**src/rtl/divided_clock_monitor_pkg.sv**
```systemverilog
// divided_clock_monitor_pkg: monitor state encodings and synchronizer depth
package divided_clock_monitor_pkg;
    localparam int SYNC_STAGES = 2;
    localparam logic [1:0] IDLE = 2'd0;
    localparam logic [1:0] SEEK = 2'd1;
    localparam logic [1:0] MEAS = 2'd2;
endpackage

```
**src/rtl/divided_clock_monitor_edge_sync_detect.sv**
```systemverilog
// edge_sync_detect: synchronizes a slow clock sampled as data and pulses rise on its rising edge
// ports: clk, rst (sync, active-high), d (async in), s (synchronized level), rise (one-cycle pulse)
module edge_sync_detect
    import divided_clock_monitor_pkg::*;
(
    input  logic clk,
    input  logic rst,
    input  logic d,
    output logic s,
    output logic rise
);
    logic [SYNC_STAGES-1:0] sync;
    logic s_d;
    always_ff @(posedge clk) begin
        if (rst) begin
            sync <= '0;
            s_d  <= 1'b0;
        end else begin
            sync <= {sync[SYNC_STAGES-2:0], d};
            s_d  <= sync[SYNC_STAGES-1];
        end
    end
    assign s    = sync[SYNC_STAGES-1];
    assign rise = s & ~s_d;
endmodule

```
**src/rtl/divided_clock_monitor.sv**
```systemverilog
// divided_clock_monitor: measures period/high time of a divided clock and flags lock, period, duty and stall errors
// ports: clock_in, reset (sync, active-high), enable, div_clk_in -> period_out, high_out, meas_valid,
//        locked, period_err, duty_err, stall (sticky flags), err_count (saturating)
module divided_clock_monitor
    import divided_clock_monitor_pkg::*;
#(
    parameter int EXP_PERIOD = 2,
    parameter int TOL        = 0,
    parameter int LOCK_COUNT = 4,
    parameter int CNT_W      = 16,
    parameter int ERR_W      = 8
) (
    input  logic             clock_in,
    input  logic             reset,
    input  logic             enable,
    input  logic             div_clk_in,
    output logic [CNT_W-1:0] period_out,
    output logic [CNT_W-1:0] high_out,
    output logic             meas_valid,
    output logic             locked,
    output logic             period_err,
    output logic             duty_err,
    output logic             stall,
    output logic [ERR_W-1:0] err_count
);
    localparam logic [CNT_W-1:0] CNT_MAX = '1;
    localparam int RUN_W = $clog2(LOCK_COUNT + 1);
    logic [1:0]       state;
    logic [CNT_W-1:0] per_cnt, hi_cnt;
    logic [RUN_W-1:0] good_run;
    logic [CNT_W:0]   per_ext;
    logic [ERR_W-1:0] err_inc;
    logic             s, rise, per_bad, duty_bad;
    edge_sync_detect u_sync (
        .clk  (clock_in),
        .rst  (reset),
        .d    (div_clk_in),
        .s    (s),
        .rise (rise)
    );
    // one extra bit keeps EXP_PERIOD-TOL from underflowing and EXP_PERIOD+TOL from overflowing
    assign per_ext  = {1'b0, per_cnt};
    assign per_bad  = (per_ext + (CNT_W+1)'(TOL) < (CNT_W+1)'(EXP_PERIOD)) ||
                      (per_ext > (CNT_W+1)'(EXP_PERIOD + TOL));
    assign duty_bad = (hi_cnt == '0) || (hi_cnt >= per_cnt);
    assign err_inc  = err_count + ERR_W'(err_count != '1);
    always_ff @(posedge clock_in) begin
        if (reset) begin
            state      <= IDLE;
            per_cnt    <= '0;
            hi_cnt     <= '0;
            good_run   <= '0;
            period_out <= '0;
            high_out   <= '0;
            meas_valid <= 1'b0;
            locked     <= 1'b0;
            period_err <= 1'b0;
            duty_err   <= 1'b0;
            stall      <= 1'b0;
            err_count  <= '0;
        end else begin
            meas_valid <= 1'b0;
            if (!enable) begin
                state    <= IDLE;
                locked   <= 1'b0;
                good_run <= '0;
                per_cnt  <= '0;
                hi_cnt   <= '0;
            end else if (state == IDLE) begin
                state <= SEEK;
            end else if (rise) begin
                // a rise in SEEK only opens the first measurement window
                state   <= MEAS;
                per_cnt <= CNT_W'(1);
                hi_cnt  <= CNT_W'(1);
                if (state == MEAS) begin
                    period_out <= per_cnt;
                    high_out   <= hi_cnt;
                    meas_valid <= 1'b1;
                    if (per_bad || duty_bad) begin
                        good_run   <= '0;
                        locked     <= 1'b0;
                        err_count  <= err_inc;
                        period_err <= period_err | per_bad;
                        duty_err   <= duty_err | duty_bad;
                    end else begin
                        good_run <= (good_run == RUN_W'(LOCK_COUNT)) ? good_run : good_run + RUN_W'(1);
                        if (good_run >= RUN_W'(LOCK_COUNT - 1))
                            locked <= 1'b1;
                    end
                end
            end else if (state == MEAS) begin
                if (per_cnt == CNT_MAX) begin
                    stall     <= 1'b1;
                    locked    <= 1'b0;
                    good_run  <= '0;
                    err_count <= err_inc;
                    state     <= SEEK;
                    per_cnt   <= '0;
                    hi_cnt    <= '0;
                end else begin
                    per_cnt <= per_cnt + CNT_W'(1);
                    hi_cnt  <= hi_cnt + CNT_W'(s);
                end
            end
        end
    end
endmodule
```
**config.mk**
```make
export PLATFORM = sky130hd
export DESIGN_NAME = divided_clock_monitor
export DESIGN_NICKNAME = d
export VERILOG_FILES = /design/src/rtl/divided_clock_monitor_pkg.sv /design/src/rtl/divided_clock_monitor_edge_sync_detect.sv /design/src/rtl/divided_clock_monitor.sv
export SDC_FILE = /design/constraint.sdc
export NUM_CORES = 1
export LEC_CHECK = 0
export CAP_MARGIN = 20
export CORE_MARGIN = 2
export CORE_UTILIZATION = 50
export DETAILED_ROUTE_END_ITERATION = 16
export PLACE_DENSITY_LB_ADDON = 0.05
export REMOVE_ABC_BUFFERS = 1
export SYNTH_ARGS = -nofsm -noshare
export SYNTH_HDL_FRONTEND = slang
export SYNTH_HIERARCHICAL = 1
export SYNTH_SLANG_ARGS = --single-unit
export TNS_END_PERCENT = 1
```
**constraint.sdc**
```tcl
create_clock -name clock_in -period 2.5 [get_ports clock_in]
set_clock_uncertainty 0.05 [all_clocks]
set_input_delay 0.5 -clock clock_in [delete_from_list [all_inputs] [get_ports clock_in]]
set_output_delay 0.5 -clock clock_in [all_outputs]
set_load 0.005 [all_outputs]
```
==> results of run 1 <==
-- worst max-delay path: cells and delay by family, from the launching register on --
| family | cells | cell delay, ps |
|---|---|---|
| AND/OR/NAND/NOR | 5 | 1500 |
| flip-flops | 1 | 330 |
| adder cells (fa/ha/maj) | 1 | 300 |
| AO/OA/AOI/OAI | 1 | 140 |
| buffers and inverters | 1 | 70 |
-- stage by stage --
step / utilization (%) / setup TNS (ps) / cells / hold slack, ps
floorplan: - / 0 / 479 / 364
global placement: 60.9 / 0 / 669 / 371
global route: 65.7 / -49.4 / 688 / 419
detailed placement: 60.9 / -83.4 / 669 / 396
CTS: 64.4 / 0 / 687 / 409
finish: 65.7 / 0 / 688 / 406
-- synth_stat cells, types with 2 or more instances --
library cell,n,area (sq um)
nor2b_1,7,43.8
nor4b_1,3,26.3
inv_1,23,86.3
o31ai_1,4,30.0
or3_1,2,12.5
a21oi_1,55,275
or4_1,4,30.0
nor2_1,47,176
o21ai_0,9,45.0
a31oi_1,2,12.5
nor4_1,8,50.1
nand2b_1,7,43.8
and3_1,8,50.1
dfxtp_1,85,1700
nand3_1,16,80.1
and4_1,4,35.0
o21a_1,4,30.0
clkbuf_1,15,56.3
nand4_1,8,50.1
buf_6,2,22.5
xor2_1,7,61.3
mux2i_1,3,30.0
a21o_1,3,22.5
a221oi_1,2,17.5
nand2_1,91,342
ha_1,25,313
xnor2_1,15,131
nor3_1,10,50.1
mux2_2,3,33.8
and2_1,4,25.0
-- routing by layer --
layer / share of wire, % / global-route usage, % / vias to the layer above / wire length (um)
met4: 0.95 / 7.97 / 0 / 95
met1: 49 / 33.1 / 1724 / 4940
met3: 3.5 / 2.79 / 9 / 351
li1: - / - / 1880 / -
met5: 0 / 0 / - / 0
met2: 46 / 37.2 / 66 / 4640
-- registers in the layout (all words and copies together), names as in the netlist --
name         cells
duty_err         1
err_count        8
good_run         3
hi_cnt          16
high_out        16
locked           1
meas_valid       1
per_cnt         16
period_err       1
period_out      16
stall            1
state            2
u_sync/s_d       1
u_sync/sync      2
-- area by class of cell --
type	count	area (sq um)	area share [%]
timing repair buffer	87	793	14.9
clock buffer	10	128	2.40
sequential	85	1720	32.3
clock inverter	6	111	2.09
inverter	23	86.3	1.62
multi-input combinational	372	2350	44.2
tap	105	131	2.47
-- how the worst min path moves through the flow --
stage / from / to / slack, ps / cells past startpoint
6_report: period_out[8] / period_out[8] / 410 / 2
3_3_place_gp: u_sync/sync[0] / u_sync/sync[1] / 370 / 1
3_5_place_dp: period_out[6] / period_out[6] / 400 / 2
4_1_cts: period_out[6] / period_out[6] / 410 / 2
5_1_grt: period_out[14] / period_out[14] / 420 / 2
2_1_floorplan: u_sync/sync[0] / u_sync/sync[1] / 360 / 1
-- logic make-up (layout without fill, tap and decap cells) --
logic type      after synthesis  in the layout
fa+ha+maj                    25             25
flops                        85             85
xor+xnor                     22             22
mux                           6              6
compound gates               87             87
simple gates                231            232
buf+inv                      44            126
-- power breakdown --
group	switching [mW]	internal, mW	total (mW)
logic	0.0400	0.0199	0.0600
clock network	0.507	0.664	1.17
registers	0.00379	1.36	1.36
-- repair_timing --
item	in CTS	in global routing
pin swaps	1	9
setup endpoints to repair	5	11
gates cloned	1	0
resized for setup	4	25
hold buffers	0	0
buffers inserted	1	1
==> impl_metrics.env, run 1 <==
export IMPL_synth_adder_area_share_pct=7.57
export IMPL_reg2reg_to="err_count[7]"
export IMPL_cp_arrival_ps=2700
export IMPL_cts_tree="yes"
export IMPL_dpl_hpwl_um=7170
export IMPL_port_buffers=48
export IMPL_syn_area_per_cell_sq_um=8.26
export IMPL_cp_start_kind="flop"
export IMPL_synth_mux_area_share_pct=1.54
export IMPL_grt_usage_pct=23.4
export IMPL_die_w_um=94.9
export IMPL_core_area_sq_um=8090
export IMPL_finalHoldViolCount=0
export IMPL_worst_path_largest_cell_delay_ps=500
export IMPL_cp_required_ps=2740
export IMPL_power_mw=2.59
export IMPL_yosysWarnings=6
export IMPL_ant_nets=0
export IMPL_finalSetupViolCount=0
export IMPL_synthXorXnorAreaFrac_pct=4.67
export IMPL_synth_ff_type="dfxtp_1"
export IMPL_synth_top_family_by_area="simple AND/OR/NAND/NOR gates"
export IMPL_cts_buffer_depth=2
export IMPL_final_nets=607
export IMPL_seq_area_frac_synth_pct=41.2
export IMPL_grt_overflow_total=0
export IMPL_layout_common_cells="nand2_1, dfxtp_1, a21oi_1, clkdlybuf4s50_1, nor2_1"
export IMPL_min_period_over_period_pct=98.3
export IMPL_drcViolationCount=0
export IMPL_root_buffer="clkbuf_8"
export IMPL_clkLatencyLatePin_ps=360
export IMPL_endpoint_kind="flop"
export IMPL_startpoint="per_cnt[14]"
export IMPL_fillerInstances=729
export IMPL_worstMarginPinSlew_ps=602
export IMPL_maxSlewHeadroom_pct=59.3
export IMPL_preCtsSetupSlack_ps=-26.9
export IMPL_synthArstFlopShare_pct=0
export IMPL_drt_first_pass_iters=7
export IMPL_critPathSlowestCell="or4_4"
export IMPL_r2r_worst_path_cells=8
export IMPL_stdcell_area_sq_um=5320
export IMPL_netlist_area_sq_um=4130
export IMPL_outcome="finished, final reports clean"
export IMPL_rsz0062_at_grt="true"
export IMPL_place_congestion=0.900
export IMPL_ioPinCount=49
export IMPL_final_layout_size_suffix_gt1_share_pct=16.5
export IMPL_finalCriticalPeriod_ps=2460
export IMPL_vias_per_cell=5.35
export IMPL_diodes=0
export IMPL_die_area_sq_um=9000
export IMPL_synth_distinct_cells=54
export IMPL_synth_simple_area_share_pct=28.1
export IMPL_r2r_start="per_cnt[14]"
export IMPL_max_cap_viol_count=0
export IMPL_crit_end="err_count[7]"
export IMPL_rrSetupSlack_ps=40
export IMPL_dpl_cell_area_sq_um=4930
export IMPL_ys_ff_latch=85
export IMPL_worst_slack_ps=42.6
export IMPL_grt_pass1_vias=3343
export IMPL_wl_per_cell_um=14.6
export IMPL_max_freq_mhz=407
export IMPL_vdd_ir_drop_worst_v=0.000341
export IMPL_slew_violations=0
export IMPL_fp_row_count=33
export IMPL_synth_compound_area_share_pct=12.1
export IMPL_antenna_found_initial=0
export IMPL_cp_common_cell="or4_4"
export IMPL_grt_pass1_wl_um=16400
export IMPL_start_util_pct=51.0
export IMPL_finalWirelength_um=10000
export IMPL_area_growth_pct=28.8
export IMPL_cts_made_buffers=9
export IMPL_cts_sinks=85
export IMPL_grt_max_degree=32
export IMPL_synthCells=500
export IMPL_p_leak_nw=1.90
export IMPL_die_height_um=94.9
export IMPL_initialDrtViolationCount=156
export IMPL_clkSlewWorstSetupHoldPaths_ps=90
export IMPL_final_common_cell="nand2_1"
export IMPL_htreeDepth=3
export IMPL_num_vias=3679
export IMPL_synth_enable_flop_cells=0
export IMPL_hold_path_class="reg2reg"
export IMPL_crit_type="reg2reg"
export IMPL_pwr_density_cell_nw_per_um2=487
export IMPL_worstPathCellList="inv_1 > ha_1 > and4_1 > nand2_2 > or4_4 > nor4bb_4 > or4_4 > a21oi_2"
export IMPL_crit_fanout=6
(Power assumes the default switching activity.)
==> run 2, diff against run 1 <==
--- a/config.mk
+++ b/config.mk
@@ -5,12 +5,12 @@
 export SDC_FILE = /design/constraint.sdc
 export NUM_CORES = 1
 export LEC_CHECK = 0
-export CAP_MARGIN = 20
 export CORE_MARGIN = 2
 export CORE_UTILIZATION = 50
 export DETAILED_ROUTE_END_ITERATION = 16
 export PLACE_DENSITY_LB_ADDON = 0.05
 export REMOVE_ABC_BUFFERS = 1
+export SLEW_MARGIN = 30
 export SYNTH_ARGS = -nofsm -noshare
 export SYNTH_HDL_FRONTEND = slang
 export SYNTH_HIERARCHICAL = 1
==> results of run 2 <==
No change in the layout: final DEF, timing and power equal those of run 1.
